## src/rtl/edge_event_arbiter_if.sv

```systemverilog
// Event stream between the edge arbiter and its consumer.
// The producer offers one channel event per valid/ready handshake.
interface edge_event_arbiter_if #(
    parameter int CH_W = 2
);
    logic            evt_valid;
    logic            evt_ready;
    logic [CH_W-1:0] evt_ch;
    logic            evt_rise;
    logic            evt_fall;

    modport master (
        output evt_valid,
        output evt_ch,
        output evt_rise,
        output evt_fall,
        input  evt_ready
    );

    modport slave (
        input  evt_valid,
        input  evt_ch,
        input  evt_rise,
        input  evt_fall,
        output evt_ready
    );
endinterface

```

## src/rtl/edge_event_arbiter.sv

```systemverilog
// Multi-channel dual-edge detector sharing one event stream.
// Each channel keeps pending rise/fall flags; a round-robin scheduler
// hands them out one event per handshake, back to back when busy.
module edge_event_arbiter #(
    parameter int N_CH = 4,
    parameter int CH_W = 2,
    parameter int SYNC = 1
) (
    input  logic                  clk,
    input  logic                  rst,
    input  logic                  en,
    input  logic [N_CH-1:0]       sig_in,
    input  logic [N_CH-1:0]       mask,
    output logic [N_CH-1:0]       overflow,
    input  logic                  ovf_clr,
    edge_event_arbiter_if.master  evt
);

    typedef enum logic [0:0] {
        IDLE  = 1'b0,
        OFFER = 1'b1
    } state_t;

    // Channel N_CH-1 counts as the last grant so channel 0 wins first.
    localparam logic [CH_W-1:0] LAST_INIT = CH_W'(N_CH - 1);

    logic [N_CH-1:0] samp;
    logic [N_CH-1:0] prev;
    logic [N_CH-1:0] det_rise;
    logic [N_CH-1:0] det_fall;
    logic [N_CH-1:0] new_rise;
    logic [N_CH-1:0] new_fall;

    logic [N_CH-1:0] pend_rise;
    logic [N_CH-1:0] pend_fall;
    logic [N_CH-1:0] pend_any;
    logic [N_CH-1:0] kept_rise;
    logic [N_CH-1:0] kept_fall;
    logic [N_CH-1:0] ovf_set;

    state_t          state;
    state_t          state_n;
    logic [CH_W-1:0] last_grant;
    logic [CH_W-1:0] last_grant_n;
    logic [CH_W-1:0] ch_q;
    logic [CH_W-1:0] ch_n;
    logic            rise_q;
    logic            rise_n;
    logic            fall_q;
    logic            fall_n;

    logic [CH_W-1:0] pick_base;
    logic [CH_W-1:0] pick_idx;
    logic            pick_found;
    logic            take;
    logic [N_CH-1:0] grant_oh;

    generate
        if (SYNC != 0) begin : g_sync
            logic [N_CH-1:0] sync_a;
            logic [N_CH-1:0] sync_b;

            // Two-flop synchroniser for asynchronous status/button lines.
            always_ff @(posedge clk or posedge rst) begin
                if (rst) begin
                    sync_a <= '0;
                    sync_b <= '0;
                end else begin
                    sync_a <= sig_in;
                    sync_b <= sync_a;
                end
            end

            assign samp = sync_b;
        end else begin : g_nosync
            assign samp = sig_in;
        end
    endgenerate

    // Previous sample tracks the input every cycle so re-enabling never fakes an edge.
    always_ff @(posedge clk or posedge rst) begin
        if (rst) begin
            prev <= '0;
        end else begin
            prev <= samp;
        end
    end

    assign det_rise = samp & ~prev;
    assign det_fall = ~samp & prev;
    assign new_rise = det_rise & mask & {N_CH{en}};
    assign new_fall = det_fall & mask & {N_CH{en}};

    // Masked channels are never eligible, their flags are dropped this cycle.
    assign pend_any  = (pend_rise | pend_fall) & mask;

    // What survives of the pending flags after a transfer and masking, before new edges.
    assign kept_rise = pend_rise & ~grant_oh & mask;
    assign kept_fall = pend_fall & ~grant_oh & mask;

    // A new edge only overflows if it meets flags that were not just handed out.
    assign ovf_set   = (new_rise | new_fall) & (kept_rise | kept_fall);

    // Pending flags and sticky overflow; a same-cycle overflow beats the clear.
    always_ff @(posedge clk or posedge rst) begin
        if (rst) begin
            pend_rise <= '0;
            pend_fall <= '0;
            overflow  <= '0;
        end else begin
            pend_rise <= kept_rise | new_rise;
            pend_fall <= kept_fall | new_fall;
            overflow  <= (ovf_clr ? '0 : overflow) | ovf_set;
        end
    end

    // Round-robin search starts just after the previous grant; during a
    // handshake the channel being accepted becomes that previous grant.
    assign pick_base = (state == OFFER) ? ch_q : last_grant;

    // Two passes: channels above the base first, then wrap to the rest.
    always_comb begin
        pick_found = 1'b0;
        pick_idx   = '0;
        for (int i = 0; i < N_CH; i++) begin
            if (!pick_found && pend_any[i] && (i > int'(pick_base))) begin
                pick_found = 1'b1;
                pick_idx   = CH_W'(i);
            end
        end
        for (int i = 0; i < N_CH; i++) begin
            if (!pick_found && pend_any[i] && (i <= int'(pick_base))) begin
                pick_found = 1'b1;
                pick_idx   = CH_W'(i);
            end
        end
    end

    // Scheduler next state: latch a new event from idle or straight after a handshake.
    always_comb begin
        state_n      = state;
        last_grant_n = last_grant;
        ch_n         = ch_q;
        rise_n       = rise_q;
        fall_n       = fall_q;
        take         = 1'b0;
        case (state)
            IDLE: begin
                if (pick_found) begin
                    take    = 1'b1;
                    ch_n    = pick_idx;
                    rise_n  = pend_rise[pick_idx];
                    fall_n  = pend_fall[pick_idx];
                    state_n = OFFER;
                end
            end
            OFFER: begin
                if (evt.evt_ready) begin
                    last_grant_n = ch_q;
                    if (pick_found) begin
                        take   = 1'b1;
                        ch_n   = pick_idx;
                        rise_n = pend_rise[pick_idx];
                        fall_n = pend_fall[pick_idx];
                    end else begin
                        rise_n  = 1'b0;
                        fall_n  = 1'b0;
                        state_n = IDLE;
                    end
                end
            end
            default: begin
                state_n = IDLE;
            end
        endcase
    end

    // One-hot of the channel whose flags move to the output this cycle.
    always_comb begin
        grant_oh = '0;
        if (take) begin
            grant_oh[pick_idx] = 1'b1;
        end
    end

    // Scheduler registers; the offered event stays frozen until accepted.
    always_ff @(posedge clk or posedge rst) begin
        if (rst) begin
            state      <= IDLE;
            last_grant <= LAST_INIT;
            ch_q       <= '0;
            rise_q     <= 1'b0;
            fall_q     <= 1'b0;
        end else begin
            state      <= state_n;
            last_grant <= last_grant_n;
            ch_q       <= ch_n;
            rise_q     <= rise_n;
            fall_q     <= fall_n;
        end
    end

    assign evt.evt_valid = (state == OFFER);
    assign evt.evt_ch    = ch_q;
    assign evt.evt_rise  = rise_q;
    assign evt.evt_fall  = fall_q;

endmodule
```

## src/flat_wrapper.sv

```systemverilog
// flat-port wrapper written by rule: the top's interface ports become plain ports
module edge_event_arbiter_flat 
#(
    parameter int N_CH = 4,
    parameter int CH_W = 2,
    parameter int SYNC = 1
)
  (clk, rst, en, sig_in, mask, overflow, ovf_clr, evt_evt_valid, evt_evt_ch, evt_evt_rise, evt_evt_fall, evt_evt_ready);
  edge_event_arbiter_if #(.CH_W(CH_W)) evt_i ();
  input  logic clk;
  input  logic rst;
  input  logic en;
  input  logic [N_CH-1:0] sig_in;
  input  logic [N_CH-1:0] mask;
  output logic [N_CH-1:0] overflow;
  input  logic ovf_clr;
  output wire logic [$bits(evt_i.evt_valid)-1:0] evt_evt_valid;
  output wire logic [$bits(evt_i.evt_ch)-1:0] evt_evt_ch;
  output wire logic [$bits(evt_i.evt_rise)-1:0] evt_evt_rise;
  output wire logic [$bits(evt_i.evt_fall)-1:0] evt_evt_fall;
  input wire logic [$bits(evt_i.evt_ready)-1:0] evt_evt_ready;
  assign evt_evt_valid = evt_i.evt_valid;
  assign evt_evt_ch = evt_i.evt_ch;
  assign evt_evt_rise = evt_i.evt_rise;
  assign evt_evt_fall = evt_i.evt_fall;
  assign evt_i.evt_ready = evt_evt_ready;
  edge_event_arbiter #(.N_CH(N_CH), .CH_W(CH_W), .SYNC(SYNC)) u_core (.clk(clk), .rst(rst), .en(en), .sig_in(sig_in), .mask(mask), .overflow(overflow), .ovf_clr(ovf_clr), .evt(evt_i));
endmodule
```

## config.mk

```make
export PLATFORM = sky130hd
export DESIGN_NAME = edge_event_arbiter_flat
export DESIGN_NICKNAME = d
export VERILOG_FILES = /design/src/rtl/edge_event_arbiter_if.sv /design/src/rtl/edge_event_arbiter.sv /design/src/flat_wrapper.sv
export SDC_FILE = /design/constraint.sdc
export NUM_CORES = 1
export LEC_CHECK = 0
export ABC_CLOCK_PERIOD_IN_PS = 2800
export CORE_MARGIN = 10
export CORE_UTILIZATION = 45
export DETAILED_ROUTE_END_ITERATION = 7
export GPL_ROUTABILITY_DRIVEN = 0
export PLACE_DENSITY = 0.76
export SLEW_MARGIN = 20
export SYNTH_ARGS = -nofsm -noshare
export SYNTH_HDL_FRONTEND = slang
export SYNTH_SLANG_ARGS = --single-unit
```

## constraint.sdc

```tcl
create_clock -name clk -period 2.8 [get_ports clk]
set_input_delay 0.84 -clock clk [delete_from_list [all_inputs] [get_ports clk]]
set_output_delay 0.84 -clock clk [all_outputs]
set_load 0.01 [all_outputs]
```

==> results.json <==
{
  "cts_tree": "built",
  "design.portCount": 22,
  "synthTopCellsByArea": "dfrtp_1 51%, o21ai_0 3.8%, dfstp_2 3.7%",
  "cts_buffer_depth": 2,
  "final.min_clock_period_ns": 2.69,
  "syn_avg_cell_area_um2": 10.7,
  "cp_max_fo": 6,
  "synthFlopType": "dfrtp_1",
  "dp_cells": 211,
  "hold_slack_ns": 0.354,
  "ys_ff_latch": 31,
  "vias_per_cell": 5.48,
  "synth_area_leader_cell": "dfrtp_1",
  "p_clk_share_pct": 21.2,
  "fmaxAchievable_mhz": 372,
  "arrival_ns": 2.92,
  "clock_tree.root_cell": "clkbuf_4",
  "postCtsSetupRepairBufs": 0,
  "fin_area_mm2": 0.00184,
  "finalClockSkew_ns": 0.0141,
  "synth_compound_gate_area_share_pct": 20.8,
  "yosysUniqueCellTypes": 39,
  "rsz0062_at_grt": "false",
  "synth_top_family_by_area": "compound AO/OA/AOI/OAI gates",
  "cts_max_level": 2,
  "async_flop_share_pct": 100,
  "rows": 20,
  "total_power_mw": 1.17,
  "yosys.area_share.simple_pct": 18.4,
  "dp_hpwl_um": 2550,
  "clock_latency_ns": 0.33,
  "cap_violations": 0,
  "antenna_found_initial": 0,
  "hp-class": "flop to flop",
  "dr_total_vias": 1201,
  "synthCells": 134,
  "diodes": 0,
  "cts.sinks": 31,
  "drt_first_iter_violations": 81,
  "p_leak_nw": 0.781,
  "worst_pin_slew_ns": 0.498,
  "syn_to_final_growth_pct": 28.6,
  "drv_slew": 0,
  "cts.clk_slew.worst_paths_ns": 0.11,
  "syn_area_mm2": 0.00143,
  "timing.setup.tns_ns": 0,
  "synthAdderAreaFrac_pct": 0,
  "ys_warn_count": 0,
  "synth_top_area_share_pct": 50.7,
  "synthMuxAreaShare_pct": 1.49,
  "nets": 187,
  "start_kind": "primary input",
  "status": "complete, no violations",
  "powerDensity_mw_per_mm2": 637,
  "synth_edf_count": 0,
  "wl_um": 3300,
  "chipWidth_um": 76.4,
  "placed_area_mm2": 0.00179,
  "dieArea_mm2": 0.00584,
  "dieHeight_um": 76.4,
  "setup_violations": 0,
  "cts_buffers": 5,
  "ys_seq_area_share_pct": 54.4,
  "synth_nets": 147,
  "synth_xor_area_share_pct": 1.22,
  "power_frac_seq_pct": 48.5,
  "max_slew_margin_pct": 66.5,
  "globalRoute.totalOverflow": 0,
  "drive_gt1_share_pct": 17.1,
  "cts_resized": 0,
  "portBuffers": 21,
  "dr.pass1.iters": 4,
  "hold_path_depth": 0,
  "grtUsageTotal_pct": 11.7,
  "ir_drop_v": 0.000399,
  "power.internal_mw": 0.787,
  "grt_pass1_wl_um": 5690,
  "instances_no_fill": 219,
  "switching_share_pct": 32.9,
  "drc": 0,
  "grt_max_degree": 32,
  "finalHoldViolCount": 0,
  "switchingPower_mw": 0.385,
  "reg2reg_depth": 6,
  "grt_pass1_vias": 1275,
  "cts-hold-fix-buffers": 0,
  "critPathKind": "primary input to flop",
  "wl_per_cell_um": 15.1,
  "endpoint_kind": "flop",
  "ant_nets": 0,
  "core_mm2": 0.00305,
  "fin_crit_sh_pct": 95.9,
  "start_util_pct": 46.9,
  "power_frac_comb_pct": 30.2,
  "crit_required_ns": 3.03
}
stage by stage:
step,util [%],setup WS [ns]
2_1_floorplan,-,0.253
3_3_place_gp,58.5,-0.124
3_5_place_dp,58.5,-0.193
4_1_cts,60.3,0.148
5_1_grt,60.3,0.0634
6_report,60.3,0.115
cell type report:
| class | count | area [um^2] |
|---|---|---|
| Timing Repair Buffer | 35 | 315 |
| Tap cell | 44 | 55.1 |
| Multi-Input combinational cell | 91 | 601 |
| Sequential cell | 31 | 778 |
| Inverter | 10 | 37.5 |
| Clock buffer | 6 | 41.3 |
| Clock inverter | 2 | 12.5 |
| Fill cell | 263 | 1210 |
logic make-up after synthesis:
kind of cell    Yosys count
simple gates             47
mux                       2
flops                    31
xor+xnor                  2
compound gates           40
buf+inv                  12
critical path, stage by stage:
cell and delay, ns:
clkdlybuf4s50_1 0.48, o21ai_0 0.17, nor3_1 0.43, or3_1 0.20, o21a_1 0.24, buf_4 0.16
o211ai_1 0.11, a32o_1 0.28
state kept, by name (all words and copies together), names as in the netlist:
name and cells:
u_core.prev 4, u_core.evt.evt_ch 2, u_core.overflow 4, u_core.pend_rise 4, u_core.last_grant 2, u_core.evt.evt_fall 1
u_core.evt.evt_valid 1, u_core.g_sync.sync_b 4, u_core.g_sync.sync_a 4, u_core.evt.evt_rise 1, u_core.pend_fall 4
power by group through the flow:
stage | registers, mW | logic, mW | clock network, mW
final | 0.569 | 0.354 | 0.249
after global routing | 0.578 | 0.390 | 0.281
after CTS | 0.569 | 0.356 | 0.256
after detailed placement | 0.578 | 0.353 | 0
after global placement | 0.568 | 0.340 | 0
after floorplan | 0.574 | 0.187 | 0
cells in the mapped netlist (2+ instances only):
cell / number
o22ai_1: 6
dfrtp_1: 29
xor2_1: 2
nand3_1: 3
dfstp_2: 2
nand2b_1: 7
nor3_1: 5
nor2_1: 4
a21boi_0: 5
o21a_1: 3
o41ai_1: 3
or3_1: 2
inv_1: 10
o31ai_1: 2
o21ai_0: 11
nand2_1: 11
and2_1: 3
nand4_1: 2
nand3b_1: 4
layer usage:
| metal | global-route usage (%) | wire, um | up-vias |
|---|---|---|---|
| met5 | 0 | 0 | - |
| met4 | 4.65 | 53 | 0 |
| met3 | 5.42 | 214 | 8 |
| met2 | 19.8 | 1660 | 42 |
| met1 | 12.2 | 1370 | 584 |
| li1 | - | - | 567 |
worst paths after layout:
path / from / slack, ns / to
worst max-delay path: mask[3] / 0.11 / u_core.evt.evt_fall
worst min-delay path: u_core.g_sync.sync_a[1] / 0.35 / u_core.g_sync.sync_b[1]
worst max register to register: u_core.evt.evt_valid / 0.47 / u_core.evt.evt_fall
worst min register to register: u_core.g_sync.sync_a[1] / 0.35 / u_core.g_sync.sync_b[1]
max in group asynchronous: rst / 1.60 / u_core.last_grant[1]
min in group asynchronous: rst / 0.87 / u_core.overflow[2]
placed cells by master, fill, tap and decap left out, types with 2 or more instances in the layout:
master / count
xor2_1: 2
nand3_1: 3
dfrtp_1: 29
nand3b_1: 4
and2_1: 3
nor2_1: 4
nand2_1: 11
dfstp_2: 2
nand4_1: 2
or3_1: 2
clkbuf_4: 5
a21boi_0: 5
o41ai_1: 3
nand2b_1: 7
inv_1: 10
o31ai_1: 2
buf_4: 14
o21a_1: 3
o22ai_1: 6
nor3_1: 5
clkdlybuf4s50_1: 21
o21ai_0: 11
No activity file was read; power rests on OpenSTA's default activity.
